<file path="config.mk">
export PLATFORM = sky130hd
export DESIGN_NAME = dmem_arbiter
export DESIGN_NICKNAME = d
export VERILOG_FILES = /design/src/rtl/dmem_arbiter.sv
export SDC_FILE = /design/constraint.sdc
export NUM_CORES = 1
export LEC_CHECK = 0
export CAP_MARGIN = 20
export CORE_AREA = 2 2 117 119
export DETAILED_ROUTE_END_ITERATION = 16
export DIE_AREA = 0 0 119 121
export GPL_ROUTABILITY_DRIVEN = 0
export HOLD_SLACK_MARGIN = 0.1
export PLACE_DENSITY = 0.69
export SETUP_SLACK_MARGIN = 0.15
export SKIP_CTS_REPAIR_TIMING = 1
export SYNTH_ARGS = -nofsm -noshare
export SYNTH_HDL_FRONTEND = slang
export SYNTH_SLANG_ARGS = --single-unit
</file>
<file path="constraint.sdc">
create_clock -name clk -period 3.9 [get_ports clk]
set_clock_uncertainty 0.2 [all_clocks]
set_input_delay 0.78 -clock clk [delete_from_list [all_inputs] [get_ports clk]]
set_output_delay 0.78 -clock clk [all_outputs]
set_load 0.005 [all_outputs]
</file>
<file path="src/rtl/dmem_arbiter.sv">
// Round-robin arbiter sharing one data memory between the core load/store port
// and a debug/DMA port; bounded debug lock, registered one-cycle read return.
module dmem_arbiter #(
  parameter int AW       = 32,
  parameter int DW       = 32,
  parameter int MAX_LOCK = 8
) (
  input  logic          clk,
  input  logic          rst_n,
  // core port
  input  logic          c_req,
  input  logic          c_we,
  input  logic [AW-1:0] c_addr,
  input  logic [DW-1:0] c_wdata,
  output logic          c_gnt,
  output logic          c_rvalid,
  output logic [DW-1:0] c_rdata,
  output logic          core_stall,
  // debug / DMA port
  input  logic          d_req,
  input  logic          d_we,
  input  logic          d_lock,
  input  logic [AW-1:0] d_addr,
  input  logic [DW-1:0] d_wdata,
  output logic          d_gnt,
  output logic          d_rvalid,
  output logic [DW-1:0] d_rdata,
  // data memory
  output logic          mem_we,
  output logic [AW-1:0] mem_addr,
  output logic [DW-1:0] mem_wdata,
  input  logic [DW-1:0] mem_rdata
);

  localparam int            CW       = $clog2(MAX_LOCK + 1);
  localparam logic [CW-1:0] LOCK_MAX = CW'(MAX_LOCK);

  logic          last_q, last_d;
  logic          locked_q, locked_d;
  logic [CW-1:0] lock_cnt_q, lock_cnt_d;
  logic          c_rvalid_q, c_rvalid_d;
  logic          d_rvalid_q, d_rvalid_d;
  logic [DW-1:0] c_rdata_q, c_rdata_d;
  logic [DW-1:0] d_rdata_q, d_rdata_d;

  // Grants are gated by reset so nothing reaches the memory while rst_n is low.
  always_comb begin
    c_gnt = 1'b0;
    d_gnt = 1'b0;
    if (rst_n) begin
      if (locked_q && d_req) begin
        if (c_req && (lock_cnt_q == LOCK_MAX)) begin
          c_gnt = 1'b1;
        end else begin
          d_gnt = 1'b1;
        end
      end else if (c_req && d_req) begin
        c_gnt = last_q;
        d_gnt = ~last_q;
      end else begin
        c_gnt = c_req;
        d_gnt = d_req;
      end
    end
  end

  assign core_stall = c_req & ~c_gnt;

  always_comb begin
    mem_we    = 1'b0;
    mem_addr  = '0;
    mem_wdata = '0;
    if (d_gnt) begin
      mem_we    = d_we;
      mem_addr  = d_addr;
      mem_wdata = d_wdata;
    end else if (c_gnt) begin
      mem_we    = c_we;
      mem_addr  = c_addr;
      mem_wdata = c_wdata;
    end
  end

  always_comb begin
    last_d = last_q;
    if (d_gnt) begin
      last_d = 1'b1;
    end else if (c_gnt) begin
      last_d = 1'b0;
    end

    locked_d   = d_gnt & d_lock;
    lock_cnt_d = '0;
    // Only beats stolen from a waiting core count toward the lock limit.
    if (d_gnt && locked_q && c_req) begin
      lock_cnt_d = (lock_cnt_q == LOCK_MAX) ? LOCK_MAX : lock_cnt_q + CW'(1);
    end

    c_rvalid_d = c_gnt & ~c_we;
    d_rvalid_d = d_gnt & ~d_we;
    c_rdata_d  = c_rvalid_d ? mem_rdata : c_rdata_q;
    d_rdata_d  = d_rvalid_d ? mem_rdata : d_rdata_q;
  end

  always_ff @(posedge clk or negedge rst_n) begin
    if (!rst_n) begin
      last_q     <= 1'b1;
      locked_q   <= 1'b0;
      lock_cnt_q <= '0;
      c_rvalid_q <= 1'b0;
      d_rvalid_q <= 1'b0;
      c_rdata_q  <= '0;
      d_rdata_q  <= '0;
    end else begin
      last_q     <= last_d;
      locked_q   <= locked_d;
      lock_cnt_q <= lock_cnt_d;
      c_rvalid_q <= c_rvalid_d;
      d_rvalid_q <= d_rvalid_d;
      c_rdata_q  <= c_rdata_d;
      d_rdata_q  <= d_rdata_d;
    end
  end

  assign c_rvalid = c_rvalid_q;
  assign d_rvalid = d_rvalid_q;
  assign c_rdata  = c_rdata_q;
  assign d_rdata  = d_rdata_q;

endmodule

</file>
Word-level counts from Yosys, hierarchy flattened
Index checks and enable logic that the tools add are counted.

Equal/unequal tests: 1. Mux-type cells: 18. Bitwise operators: 8. Reductions and logical operators: 6. $add $sub $neg: 1.

Operator list (number): 32-bit two-way mux (4); 1-bit two-way mux (12); 4-bit two-way mux (2); 1-bit logical AND (5); 4-bit by 1-bit adder with 4-bit output, second input constant (1); 1-bit bitwise AND (4); 4-bit == test, second input constant (1); 1-bit inverter (4); 2-bit nonzero test (1).

Input bits: 167. Logic and storage cells: 41. Flip-flop bits (word level): 72. Output and inout bits: 134.

Depth between registers and ports, before layout
Depth after elaboration: 8. Mapped depth: 8. Mapped depth without buffers: 6.

Worst setup path after synthesis
OpenSTA, ideal clock, no wires.

Path kind: input port to output port. From: input port c_req. To: output port mem_addr[0]. Required time: 2920 ps. Data arrival time: 1825 ps. Path buffers: 2. Stages: 6. Setup slack: 1095 ps. Path through: and4b_1 -> nand4_1 -> nand2_1 -> buf_2 -> buf_2 -> a22o_1.

Word-level cells in the longest chain between the ends: 6.

RTL lines: start: declaration (RTL line 11) `input logic c_req,`; 1-bit logical AND, on equally long branches (RTL line 57, 52); 1-bit two-way mux, on equally long branches (RTL line 57, 52); 1-bit two-way mux (RTL line 51) `if (locked_q && d_req) begin`; 1-bit two-way mux (RTL line 50) `if (rst_n) begin`; 32-bit two-way mux (RTL line 77) `end else if (c_gnt) begin`; 32-bit two-way mux (*) (RTL line 73) `if (d_gnt) begin`; end: declaration (RTL line 30) `output logic [AW-1:0] mem_addr,`.

Mark *: on every way between the ends. The rest lies on a longest branch, timed or not.

Final worst setup path
From: register lock_cnt_q[0]. To: output port mem_addr[7].

Word-level cells in the longest chain between the ends: 7.

RTL lines: start: declaration (RTL line 40) `logic [CW-1:0] lock_cnt_q, lock_cnt_d;`; start signal: assignment (RTL line 117) `lock_cnt_q <= lock_cnt_d;`; 4-bit == test (*) (RTL line 52) `if (c_req && (lock_cnt_q == LOCK_MAX)) begin`; 1-bit logical AND (*) (RTL line 52); 1-bit two-way mux (RTL line 52); 1-bit two-way mux (RTL line 51); 1-bit two-way mux (RTL line 50); 32-bit two-way mux (RTL line 77); 32-bit two-way mux (*) (RTL line 73).

Marks and branches as above.

==> results.cfg <==
[drt]
ant_nets = 0
drtIter0Drc = 189
avgRoutedWirePerCell_um = 20.2
wirelength_um = 14900
vias = 3448
drt_first_pass_iters = 4
drc = 0
via_per_inst = 4.66

[synth]
syn_avg_cell_area_sq_um = 13.6
synth_compound_area_share_pct = 17.9
synth_cells = 253
synthSimpleGateAreaFrac_pct = 3.09
synth_top_family_by_area = multiplexers
ys_seq_elements = 72
synth_fa_ha_area_share_pct = 0.728
synthMuxAreaShare_pct = 21.3
ys_types = 27
synth_xor_area_share_pct = 0.255
syn-cell-area_sq_um = 3440
yosys_warnings = 0
syn_nets = 422
ys_seq_area_share_pct = 52.4

[worst_setup_path]
crit_chain = inv_1 > ha_1 > and4b_1 > buf_4 > o22ai_4 > buf_12 > buf_12 > a22o_1 > clkdlybuf4s50_1
path_delay_family = buffers and inverters
crit_required_ns = 2.92
cp_common_cell = buf_12
worstSetupPathDepth = 9
worst-endpoint-arrival_ns = 2.49
max_stage_delay_ns = 0.53
startpoint_type = register
reg2reg_slack_ns = 1.17
end_kind = output pin
rr_endpoint = d_rdata[10]
worstReg2RegStart = lock_cnt_q[0]
cp_slowest_cell = clkdlybuf4s50_1
critPathMaxFanout = 20
critPathBufInv = 5
reg2regPathDepth = 10
path_class = reg2out

[timing]
fin_crit_sh_pct = 88.9
rsz0062_at_grt = no
fin_ws_ns = 0.433
tightestPinTransition_ns = 0.893
setup_viol = 0
max_freq_mhz = 288
hold_viol = 0
fin_crit_ns = 3.47
maxSlewHeadroom_pct = 40.5
final_max_slew_viol_count = 0

[global_routing]
grt.overflow.total = 0
grt_pass1_wl_um = 21300
antenna_found_initial = 1
grt_usage_pct = 19.3
grt_max_degree = 71
grt_pass1_vias = 3690

[die]
core_sq_um = 13100
dieHeight_um = 121
io_pins = 301
die_x_um = 119
dieArea_sq_um = 14400
initial_core_util_pct = 26.3
core.rowCount = 42

[pwr]
ir_drop_mv = 0.238
powerDensity_nw_per_um2 = 414
p_leak_uw = 0.00289

[worst_hold_path]
hold_path.class = in2async

[cts]
clk_latency_ns = 0.32
cts_num_sinks = 72
cts_buffers = 9
cts_tree = done
path_clk_slew_ns = 0.06
clockBufferDepth = 2
root_buffer = clkbuf_16
cts_max_level = 3

[job]
cap_violations = 0

[final_layout]
areaGrowthSynthToFinish_pct = 107
n_antenna_cell = 0
drive_gt1_share_pct = 13.8
nNetsFinal = 728
layout.cells.non_filler = 740

[placed_design]
placedCellCount = 718
pre_cts_ws_ns = 0.0100
place_hpwl_um = 11600
portBuffers = 300

[outcome]
status = finished clean
[worst max-delay path by stage]
stage	slack [ns]	end	startpoint
after floorplan	1.10	mem_addr[0]	c_req
after global placement	0.01	mem_wdata[2]	c_req
after detailed placement	0.01	mem_wdata[2]	c_req
after CTS	-0.002	mem_wdata[2]	c_req
after global routing	0.32	mem_addr[7]	lock_cnt_q[0]
final	0.43	mem_addr[7]	lock_cnt_q[0]
[area by class of cell]
class	instances	area, sq um
multi-input combinational	157	1540
sequential	72	1800
timing repair buffer	316	3250
tap	176	220
fill	1094	5970
clock buffer	9	225
clock inverter	7	65.1
inverter	3	11.3
[per-stage QoR]
stage	hold slack (ns)	area, sq um	utilization, %	setup TNS, ns	total power (uW)
floorplan	0.254	3440	-	0	1350
global placement	0.267	6660	50.9	0	2140
detailed placement	0.274	6660	50.9	0	2160
CTS	0.0610	6950	53.1	-0.00154	2960
global route	0.261	7110	54.3	0	3100
finish	0.265	7110	54.3	0	2940
[Yosys cell counts]
library cell	n	area, sq um
nand2b_1	1	6.26
mux2_1	29	327
nor2_1	4	15.0
buf_6	6	67.6
nand3b_1	1	7.51
clkbuf_1	5	18.8
mux2_2	36	405
inv_1	3	11.3
a21oi_4	1	16.3
a32o_1	1	10.0
o22ai_2	1	12.5
a22o_1	64	561
and4b_1	1	10.0
and2_1	2	12.5
nand3_1	3	15.0
dfstp_2	1	26.3
or2_2	1	6.26
nand2_1	4	15.0
buf_2	10	50.1
ha_1	2	25.0
a31o_2	1	8.76
xor2_1	1	8.76
nand4_1	1	6.26
dfrtp_1	71	1780
nor2b_1	1	6.26
and3_1	1	6.26
a21o_1	1	7.51
[where the power goes]
group,switching [uW],leakage [uW],internal (uW),total [uW]
Combinational,341,0.00190,783,1120
Sequential,96.9,0.000866,946,1040
Clock,333,0.000132,442,775
[registers in the layout, indices dropped and copies added (netlist names)]
signal      flops
locked_q        1
d_rvalid        1
last_q          1
c_rvalid        1
c_rdata        32
d_rdata        32
lock_cnt_q      4
[logic make-up after synthesis]
kind of cell | after synthesis
buf+inv | 24
xor+xnor | 1
simple gates | 20
mux | 65
fa+ha+maj | 2
compound gates | 69
flops | 72
[worst register-to-register path: stages, from the launching register on]
cell and delay (ns):
dfrtp_1 0.39, inv_1 0.06, ha_1 0.21, and4b_1 0.22
buf_4 0.14, o22ai_4 0.12, buf_12 0.15, clkbuf_16 0.17
nor2b_4 0.13, buf_4 0.40, mux2_1 0.41
[per-layer routing]
metal  track usage, %  share of wire [%]
met5                0              0.067
met4             3.65               0.93
met3             7.38                9.6
met2             30.0                 46
met1             26.0                 43
[cells in the final DEF (no fill, tap or decap), drive strengths merged, types with 2 or more instances in the layout]
cell type | synthesis | routed
clkbuf | 5 | 12
dlymetal6s2s | 0 | 4
inv | 3 | 6
nand2 | 4 | 4
buf | 16 | 13
ha | 2 | 2
nor2 | 4 | 4
clkdlybuf4s50 | 0 | 295
and2 | 2 | 2
mux2 | 65 | 65
a22o | 64 | 64
dfrtp | 71 | 71
nand3 | 3 | 3
clkinvlp | 0 | 3
(Power assumes the default switching activity.)
